===== config.mk =====
export PLATFORM = sky130hd
export DESIGN_NAME = add16_seq_ctrl
export DESIGN_NICKNAME = d
export VERILOG_FILES = /design/src/rtl/add_seq_pkg.sv /design/src/rtl/add4_slice.sv /design/src/rtl/add16_seq_ctrl.sv
export SDC_FILE = /design/constraint.sdc
export NUM_CORES = 1
export LEC_CHECK = 0
export BUFFER_PORTS_ARGS = -buffer_cell sky130_fd_sc_hd__buf_2
export CELL_PAD_IN_SITES_DETAIL_PLACEMENT = 0
export CELL_PAD_IN_SITES_GLOBAL_PLACEMENT = 1
export CORE_MARGIN = 3
export CORE_UTILIZATION = 43
export CTS_CLUSTER_DIAMETER = 200
export DETAILED_ROUTE_END_ITERATION = 12
export HOLD_SLACK_MARGIN = 0.08
export PLACE_DENSITY_LB_ADDON = 0.25
export SLEW_MARGIN = 30
export SYNTH_ARGS = -nofsm -noshare
export SYNTH_HDL_FRONTEND = slang
export SYNTH_SLANG_ARGS = --single-unit

===== constraint.sdc =====
create_clock -name clk -period 3.6 [get_ports clk]
set_input_delay 0.36 -clock clk [delete_from_list [all_inputs] [get_ports clk]]
set_output_delay 0.36 -clock clk [all_outputs]
set_load 0.02 [all_outputs]

===== src/rtl/add_seq_pkg.sv =====
// Shared definitions for the nibble-serial adder: FSM encoding and slice width.
package add_seq_pkg;

  localparam int NIBW = 4;

  typedef enum logic [1:0] {
    ST_IDLE = 2'd0,
    ST_RUN  = 2'd1,
    ST_DONE = 2'd2
  } state_e;

endpackage


===== src/rtl/add4_slice.sv =====
// Purely combinational nibble adder reused once per cycle by the sequencer.
module add4_slice
  import add_seq_pkg::*;
(
  input  logic [NIBW-1:0] a4,
  input  logic [NIBW-1:0] b4,
  input  logic            cin,
  output logic [NIBW-1:0] s4,
  output logic            cout
);

  assign {cout, s4} = {1'b0, a4} + {1'b0, b4} + {{NIBW{1'b0}}, cin};

endmodule


===== src/rtl/add16_seq_ctrl.sv =====
// Nibble-serial adder: latches operands, runs one add4_slice over NIB cycles LSB first.
// Handshake: a transfer happens on a rising edge where valid and ready are both 1.
module add16_seq_ctrl
  import add_seq_pkg::*;
#(
  parameter  int NIB = 4,
  localparam int W   = NIBW * NIB,
  localparam int IW  = (NIB > 1) ? $clog2(NIB) : 1
) (
  input  logic         clk,
  input  logic         rst,
  input  logic         in_valid,
  output logic         in_ready,
  input  logic [W-1:0] a,
  input  logic [W-1:0] b,
  input  logic         ci,
  output logic         out_valid,
  input  logic         out_ready,
  output logic [W-1:0] s,
  output logic         co,
  output logic         ovf,
  output logic         busy
);

  state_e                     state_q, state_d;
  logic [IW-1:0]              idx_q, idx_d;
  logic                       carry_q, carry_d;
  logic [NIB-1:0][NIBW-1:0]   a_q, a_d, b_q, b_d, s_q, s_d;
  logic                       co_q, co_d, ovf_q, ovf_d;
  logic [NIBW-1:0]            sl_s;
  logic                       sl_co;

  add4_slice u_slice (
    .a4   (a_q[idx_q]),
    .b4   (b_q[idx_q]),
    .cin  (carry_q),
    .s4   (sl_s),
    .cout (sl_co)
  );

  always_comb begin
    state_d = state_q;
    idx_d   = idx_q;
    carry_d = carry_q;
    a_d     = a_q;
    b_d     = b_q;
    s_d     = s_q;
    co_d    = co_q;
    ovf_d   = ovf_q;
    case (state_q)
      ST_IDLE: begin
        if (in_valid) begin
          a_d     = a;
          b_d     = b;
          carry_d = ci;
          idx_d   = '0;
          s_d     = '0;
          co_d    = 1'b0;
          ovf_d   = 1'b0;
          state_d = ST_RUN;
        end
      end
      ST_RUN: begin
        s_d[idx_q] = sl_s;
        carry_d    = sl_co;
        idx_d      = idx_q + IW'(1);
        if (idx_q == IW'(NIB - 1)) begin
          // Final carry leaves through co only; it is never fed back to nibble 0.
          idx_d   = '0;
          co_d    = sl_co;
          ovf_d   = (a_q[NIB-1][NIBW-1] == b_q[NIB-1][NIBW-1]) &&
                    (sl_s[NIBW-1] != a_q[NIB-1][NIBW-1]);
          state_d = ST_DONE;
        end
      end
      ST_DONE: begin
        if (out_ready) state_d = ST_IDLE;
      end
      default: state_d = ST_IDLE;
    endcase
  end

  always_ff @(posedge clk or posedge rst) begin
    if (rst) begin
      state_q <= ST_IDLE;
      idx_q   <= '0;
      carry_q <= 1'b0;
      a_q     <= '0;
      b_q     <= '0;
      s_q     <= '0;
      co_q    <= 1'b0;
      ovf_q   <= 1'b0;
    end else begin
      state_q <= state_d;
      idx_q   <= idx_d;
      carry_q <= carry_d;
      a_q     <= a_d;
      b_q     <= b_d;
      s_q     <= s_d;
      co_q    <= co_d;
      ovf_q   <= ovf_d;
    end
  end

  assign in_ready  = (state_q == ST_IDLE);
  assign out_valid = (state_q == ST_DONE);
  assign busy      = (state_q != ST_IDLE);
  assign s         = s_q;
  assign co        = co_q;
  assign ovf       = ovf_q;

endmodule


# Yosys cells after proc, flatten, opt, wreduce, memory -nomap -nowiden
# Index checks and enable logic that the tools add are counted.
# word_totals
ff_bits,55
in_bits,37
wordCells,62
# classes
addsub,3
magnitude_cmp,2
eq_ne,8
mux,23
n_reduce_logical,9
# op_table
operator,count
16-bit one-hot mux with 2 select lines,1
4-bit binary-select mux with 2-bit select,2
16-bit bitwise mux,1
16-bit two-way mux,1
4-bit two-way mux,3
2-bit two-way mux,5
4-bit demux with 2-bit select,1
1-bit one-hot mux with 2 select lines,3
2-bit one-hot mux with 3 select lines,1
3-bit AND reduction,2
4-bit by 4-bit adder with 5-bit output,1
5-bit by 1-bit adder with 5-bit output,1
"2-bit == test, second input constant",2
1-bit two-way mux,4
"2-bit inequality test, second input constant",2
2-bit one-hot mux with 2 select lines,1
2-bit AND reduction,2
2-bit nonzero test,2
"2-bit by 3-bit < comparator with 1-bit output, second input constant",1
"2-bit by 1-bit adder with 2-bit output, second input constant",1
"2-bit by 1-bit == test with 1-bit output, second input constant",1
"2-bit by 1-bit greater-or-equal comparator with 1-bit output, second input constant",1
1-bit logical AND,2
2-bit zero test,1
3 further kinds,3

# Logic depth before layout (Yosys ltp)
# Gate-level depths: netlist of run 1.
# logic_depth
depth_word,8
mapped_depth,7
ltp_nobuf,6

# By module
# A second synthesis of run 1 with hierarchy kept.
# hier_totals
hier_cells,202
area_unflattened_um2,2726.4
# by_module_without_submodules
mod,n_inst,cells_each,area_each_um2,seq_area_each_um2
add16_seq_ctrl,1,186,2582.5,1376.3
add4_slice,1,16,143.9,0.0

# Worst setup path before layout of run 1
# OpenSTA, ideal clock, no wires.
# synth_timing
kind,register -> register
from,reg idx_q[0]
to,reg carry_q
setup_ns,0.137
arrival_time_ns,2.484
path_slack_ns,0.978
stages_incl_launch_ff,8
n_path_buf,1
period_less_slack_ns,2.622
path_cell_list,dfrtp_1 -> buf_2 -> mux4_2 -> fa_1 -> fa_1 -> a21o_1 -> a21oi_1 -> o221ai_1
# synth_between
elab_chain_len,5
elab_cells_between_ends,7
cone_classes,add/sub (2); mux (5)
# synth_lines
element,line,source
start: declaration,add16_seq_ctrl.sv:26,"logic [IW-1:0] idx_q, idx_d;"
start signal: assignment,add16_seq_ctrl.sv:95,idx_q <= idx_d;
"4-bit binary-select mux with 2-bit select, on equally long branches","add16_seq_ctrl.sv:34, add16_seq_ctrl.sv:35",
"4-bit two-way mux, on equally long branches","add16_seq_ctrl.sv:34, add16_seq_ctrl.sv:35",
4-bit by 4-bit adder with 5-bit output (*),add4_slice.sv:12,"assign {cout, s4} = {1'b0, a4} + {1'b0, b4} + {{NIBW{1'b0}}, cin};"
5-bit by 1-bit adder with 5-bit output (*),add4_slice.sv:12,
1-bit one-hot mux with 2 select lines (*),add16_seq_ctrl.sv:50,case (state_q)
end signal: assignment,add16_seq_ctrl.sv:96,carry_q <= carry_d;
end: declaration,add16_seq_ctrl.sv:27,"logic carry_q, carry_d;"
# Mark *: on every way between the ends. The rest lies on a longest branch, timed or not. The select of a mux whose other input is x is not followed.
# A chain may end at the register's enable or synchronous reset.

# Worst setup path after layout of run 1
# Ends and elaborated chain as after synthesis.

==> results.json, run 1 <==
{
  "cts_tree": "built",
  "die_h_um": 82.80,
  "routed_via_density": 5.331,
  "gp_congestion": 0.7612,
  "power_density_mw_per_mm2": 1061,
  "busiest_layer": "met2",
  "dieArea_sq_mm": 0.006856,
  "rsz0062_at_grt": "false",
  "ys_warn_count": 0,
  "fin_skew_ns": 0.008594,
  "track_usage_pct": 14.80,
  "slew_headroom_pct": 67.36,
  "num_rows": 27,
  "diodes": 0,
  "synth_ff_type": "dfrtp_1",
  "synth_edf_count": 0,
  "met2_usage_pct": 22.67,
  "synth_cell_types": 35,
  "port_buffers": 57,
  "cts_sinks": 55,
  "end_kind": "flop",
  "drcViolationCount": 0,
  "met1_usage_pct": 21.41,
  "holdCritPathClass": "in2reg",
  "fin_cells": 311,
  "grt_max_degree": 34,
  "final_common_cell": "buf_2",
  "cp_max_fo": 9,
  "clock_path_buffers": 2,
  "drt_iter0_drc": 116,
  "synth_xor_area_share_pct": 0.6907,
  "yosys-mux-area-fraction_pct": 21.31,
  "die_w_um": 82.80,
  "area_delta_synth_final_pct": 17.51,
  "p_leak_nw": 1.415,
  "cts_max_level": 2,
  "place_hpwl_um": 3673,
  "synthCells": 178,
  "synthAdderAreaFrac_pct": 5.032,
  "clock.fmax_ghz": 0.3721,
  "firstDrtPassIters": 4,
  "dp.cells": 302,
  "grt_pass1_vias": 1637,
  "numCtsBuffers": 5,
  "ys_ff_latch": 55,
  "setup_ws_ns": 0.9126,
  "ys_async_sr_fraction_pct": 100.0,
  "synth_nets": 224,
  "pre_cts_slack_ns": 0.8994,
  "worst-setup-path-type": "reg2reg",
  "cp.required_ns": 3.77,
  "synth_compound_area_share_pct": 9.127,
  "slew_violations": 0,
  "finalSetupViolations": 0,
  "avgSynthCellArea_sq_um": 14.25,
  "initial_utilization_pct": 45.23,
  "whs_ns": 0.2666,
  "synth_area_sq_mm": 0.002536,
  "max-cap-violations": 0,
  "fin_setup_tns_ns": 0,
  "ioPinCount": 58,
  "synth_top_family_by_area": "multiplexers",
  "ctsHoldBuffers": 1,
  "ys_seq_area_share_pct": 54.27,
  "grt_pass1_wl_um": 8321,
  "grtUsageMet3_pct": 4.067,
  "cp.arrival_ns": 2.86,
  "critPathLaunchType": "flop",
  "status": "complete, no violations",
  "clk_pin_slew_worst_paths_ns": 0.10,
  "antenna_found_initial": 0,
  "antenna_left": 0,
  "drive_gt1_share_pct": 41.00,
  "vias": 1658,
  "synthSimpleGateAreaFrac_pct": 6.512,
  "overflow": 0,
  "post_drt_wl_per_cell_um": 15.54,
  "period_needed_ns": 2.687,
  "clockRootBuffer": "clkbuf_8",
  "fin_crit_sh_pct": 74.65,
  "worstMarginPinSlew_ns": 0.4891,
  "nets": 284,
  "clock_latency_ns": 0.30,
  "final_hold_viol_count": 0,
  "post-cts-setup-buffers": 0,
  "vdd_drop_max_uv": 526.8,
  "layout_common_cells": "buf_2, dfrtp_1, mux2_1",
  "core-area_sq_mm": 0.005608,
  "drt_wl_total_um": 4832,
  "post_cts_resize_count": 0
}
==> path summary, 6_finish.rpt <==
check / startpoint / endpoint / slack, ns / depth (start not counted)
worst max-delay path: idx_q[0] / carry_q / 0.91 / 6
worst min-delay path: b[3] / b_q[3] / 0.27 / 2
worst max register to register: idx_q[0] / carry_q / 0.91 / 6
worst min register to register: ovf / ovf / 0.49 / 2
max in group asynchronous: rst / b_q[2] / 2.18 / 4
min in group asynchronous: rst / a_q[8] / 0.62 / 3
==> layout make-up <==
cell class / count / area (sq um)
fill: 524 / 2628
clock buffer: 5 / 68.82
sequential: 55 / 1376
timing repair buffer: 61 / 317.8
clock inverter: 3 / 20.02
multi-input combinational: 110 / 1089
tap: 72 / 90.09
inverter: 5 / 18.77
==> through the flow <==
stage / cell area (sq um) / total power, mW / utilization (%)
after floorplan: 2536 / 2.390 / -
final: 2980 / 3.162 / 53.15
after global routing: 2980 / 3.420 / 53.15
after detailed placement: 2882 / 2.857 / 51.38
after global placement: 2882 / 2.831 / 51.38
after CTS: 2980 / 3.196 / 53.15
==> critical path, stage by stage, from the launching register on <==
cell	delay, ns
dfrtp_1	0.60
mux4_2	0.57
fa_1	0.44
fa_1	0.42
a21o_1	0.20
a21oi_1	0.18
o221ai_1	0.13
==> logic make-up after synthesis <==
| logic type | count (synthesis) |
|---|---|
| AND/OR/NAND/NOR | 30 |
| adder cells (fa/ha/maj) | 9 |
| XOR/XNOR | 2 |
| AO/OA/AOI/OAI | 29 |
| buffers and inverters | 13 |
| multiplexers | 40 |
| flip-flops | 55 |
==> where the power goes <==
part / switching (mW) / internal (mW)
Combinational: 0.874 / 0.813
Clock: 0.197 / 0.136
Sequential: 0.226 / 0.916
Total: 1.30 / 1.86
==> sequential cells by signal, indices dropped and copies added, names as in the netlist <==
signal,flops
a_q,16
b_q,16
s,16
idx_q,2
state_q,2
carry_q,1
co,1
ovf,1
==> synth_stat cells, drive strengths merged, types with 5 or more instances <==
cell type | n | area (sq um)
inv | 5 | 18.77
ha | 7 | 87.58
nor2 | 5 | 28.77
mux2 | 32 | 360.3
nand2 | 12 | 45.04
a22o | 13 | 113.9
dfrtp | 55 | 1376
mux4 | 8 | 180.2
buf | 6 | 51.30
==> metal layers <==
layer	routed length, um	vias to the layer above
li1	-	767
met1	2261	827
met2	2233	58
met3	304	6
met4	33	0
met5	0	-
Power figures use the tool's default switching activity.
==> run 2: changes to the inputs <==
- ABC_AREA: not set -> 1
- CORE_UTILIZATION: 43 -> 40
- clock period: 3.6 -> 2.6 ns (I/O delays scaled with it)
==> results.json, run 2 <==
{
  "ys_ff_latch": 55,
  "drt_iter0_drc": 60,
  "dieArea_sq_mm": 0.007691,
  "busiest_layer": "met2",
  "fin_util_pct": 48.06,
  "die_w_um": 87.70,
  "synth_nets": 345,
  "cpPeakStageDelay_ns": 0.43,
  "cts_max_level": 2,
  "post-cts-setup-buffers": 0,
  "fin_cells": 437,
  "core-area_sq_mm": 0.006422,
  "die_h_um": 87.70,
  "ioPinCount": 58,
  "initial_utilization_pct": 41.57,
  "diodes": 0,
  "worst-setup-path-type": "reg2reg",
  "clock_path_buffers": 2,
  "gp_congestion": 0.8051,
  "firstDrtPassIters": 4,
  "whs_ns": 0.1261,
  "antenna_left": 0,
  "nets": 405,
  "status": "complete, no violations",
  "holdCritPathClass": "in2reg",
  "fin_crit_sh_pct": 91.96,
  "synth.most_common_cell": "nand2_1",
  "dp.cells": 428,
  "fin_skew_ns": 0.01030,
  "met2_usage_pct": 23.77,
  "cpLargestDelayFamily": "adder cells",
  "ys_async_sr_fraction_pct": 100.0,
  "slowest_stage": "fa_1",
  "ys_top_cells_by_area": "dfrtp_1, nand2_1, o21ai_0, ha_1, nand3_2",
  "synthCells": 299,
  "synth_ff_type": "dfrtp_1",
  "clock_latency_ns": 0.31,
  "grtUsageMet3_pct": 3.104,
  "synth_edf_count": 0,
  "place_hpwl_um": 4156,
  "grt_pass1_vias": 1971,
  "finalSetupViolations": 0,
  "antenna_found_initial": 0,
  "worstMarginPinSlew_ns": 0.5439,
  "power_density_mw_per_mm2": 1388,
  "area_delta_synth_final_pct": 15.60,
  "post_drt_wl_per_cell_um": 12.60,
  "synth_cell_types": 27,
  "slew_violations": 0,
  "clk_pin_slew_worst_paths_ns": 0.09,
  "cp.arrival_ns": 2.56,
  "vdd_drop_max_uv": 463.6,
  "routed_via_density": 4.760,
  "critPathLaunchType": "flop",
  "final_hold_viol_count": 0,
  "fin_setup_tns_ns": 0,
  "synth.top_cell.area_share_pct": 51.55,
  "clockRootBuffer": "clkbuf_8",
  "p_leak_nw": 1.660,
  "ys_seq_area_share_pct": 51.55,
  "crit_buf_inv": 1,
  "met1_usage_pct": 21.73,
  "synth_commonest_cells": "nand2_1, dfrtp_1, o21ai_0",
  "layout_common_cells": "nand2_1, buf_2, dfrtp_1",
  "vias": 2080,
  "numCtsBuffers": 5,
  "ys_warn_count": 0,
  "cts_sinks": 55,
  "drt_wl_total_um": 5508,
  "cp.required_ns": 2.77,
  "final_common_cell": "nand2_1",
  "overflow": 0,
  "grt_max_degree": 48,
  "slew_headroom_pct": 63.74,
  "crit_chain": "buf_4, o21ai_0, o22ai_1, fa_1, fa_1, nand2_1, a21oi_1, o21ai_0, nand3_1",
  "period_needed_ns": 2.391,
  "p_total_mw": 4.285,
  "num_rows": 29,
  "port_buffers": 57,
  "end_kind": "flop",
  "clock.fmax_ghz": 0.4183,
  "synth_area_sq_mm": 0.002670,
  "synth_top_cell_by_area": "dfrtp_1",
  "track_usage_pct": 15.45,
  "drcViolationCount": 0,
  "rsz0062_at_grt": "false",
  "cp_max_fo": 13,
  "max-cap-violations": 0,
  "reg2reg_slack_ns": 0.21,
  "drive_gt1_share_pct": 26.94,
  "avgSynthCellArea_sq_um": 8.930,
  "cts_tree": "built",
  "grt_pass1_wl_um": 9404
}
==> run 2: worst paths after layout <==
path | start | to | cells after the start
worst max-delay path | idx_q[0] | carry_q | 9
worst min-delay path | out_ready | state_q[1] | 2
worst max register to register | idx_q[0] | carry_q | 9
worst min register to register | b_q[11] | b_q[11] | 2
max in group asynchronous | rst | s[14] | 4
min in group asynchronous | rst | b_q[4] | 3
==> run 2: through the flow <==
step	worst slack, ns	area [sq um]
after floorplan	0.1957	2670
after global placement	0.3117	2988
after detailed placement	0.2217	2988
after CTS	0.2148	3087
after global routing	0.01894	3087
final	0.2091	3087
==> run 2: final cells by class <==
type	instances	area, sq um
clock buffer	5	68.82
clock inverter	3	20.02
fill	681	3336
inverter	14	57.56
multi-input combinational	218	1120
sequential	55	1376
tap	77	96.34
timing repair buffer	65	347.8
==> run 2: what timing repair did <==
action,in CTS,in global routing
setup endpoints to repair,0,0
endpoints found under the hold margin,17,0
hold buffers,1,0
resized for setup,0,0
==> run 2: logic make-up after synthesis <==
| kind of cell | synth area share [%] |
|---|---|
| DFF | 51.55 |
| buffers and inverters | 6.514 |
| adders and majority gates | 4.780 |
| AOI/OAI and AO/OA | 9.981 |
| xor gates and xnor gates | 0.3281 |
| and+or+nand+nor | 26.85 |
==> run 2: metal layers <==
layer | up-vias | wire, um
li1 | 1085 | -
met1 | 950 | 2689
met2 | 39 | 2540
met3 | 6 | 203
met4 | 0 | 75
met5 | - | 0
==> run 2: where the power goes <==
part           switching [mW]  internal (mW)
Combinational            1.53          0.825
Clock                   0.275          0.188
Sequential              0.235           1.23
Total                    2.04           2.25
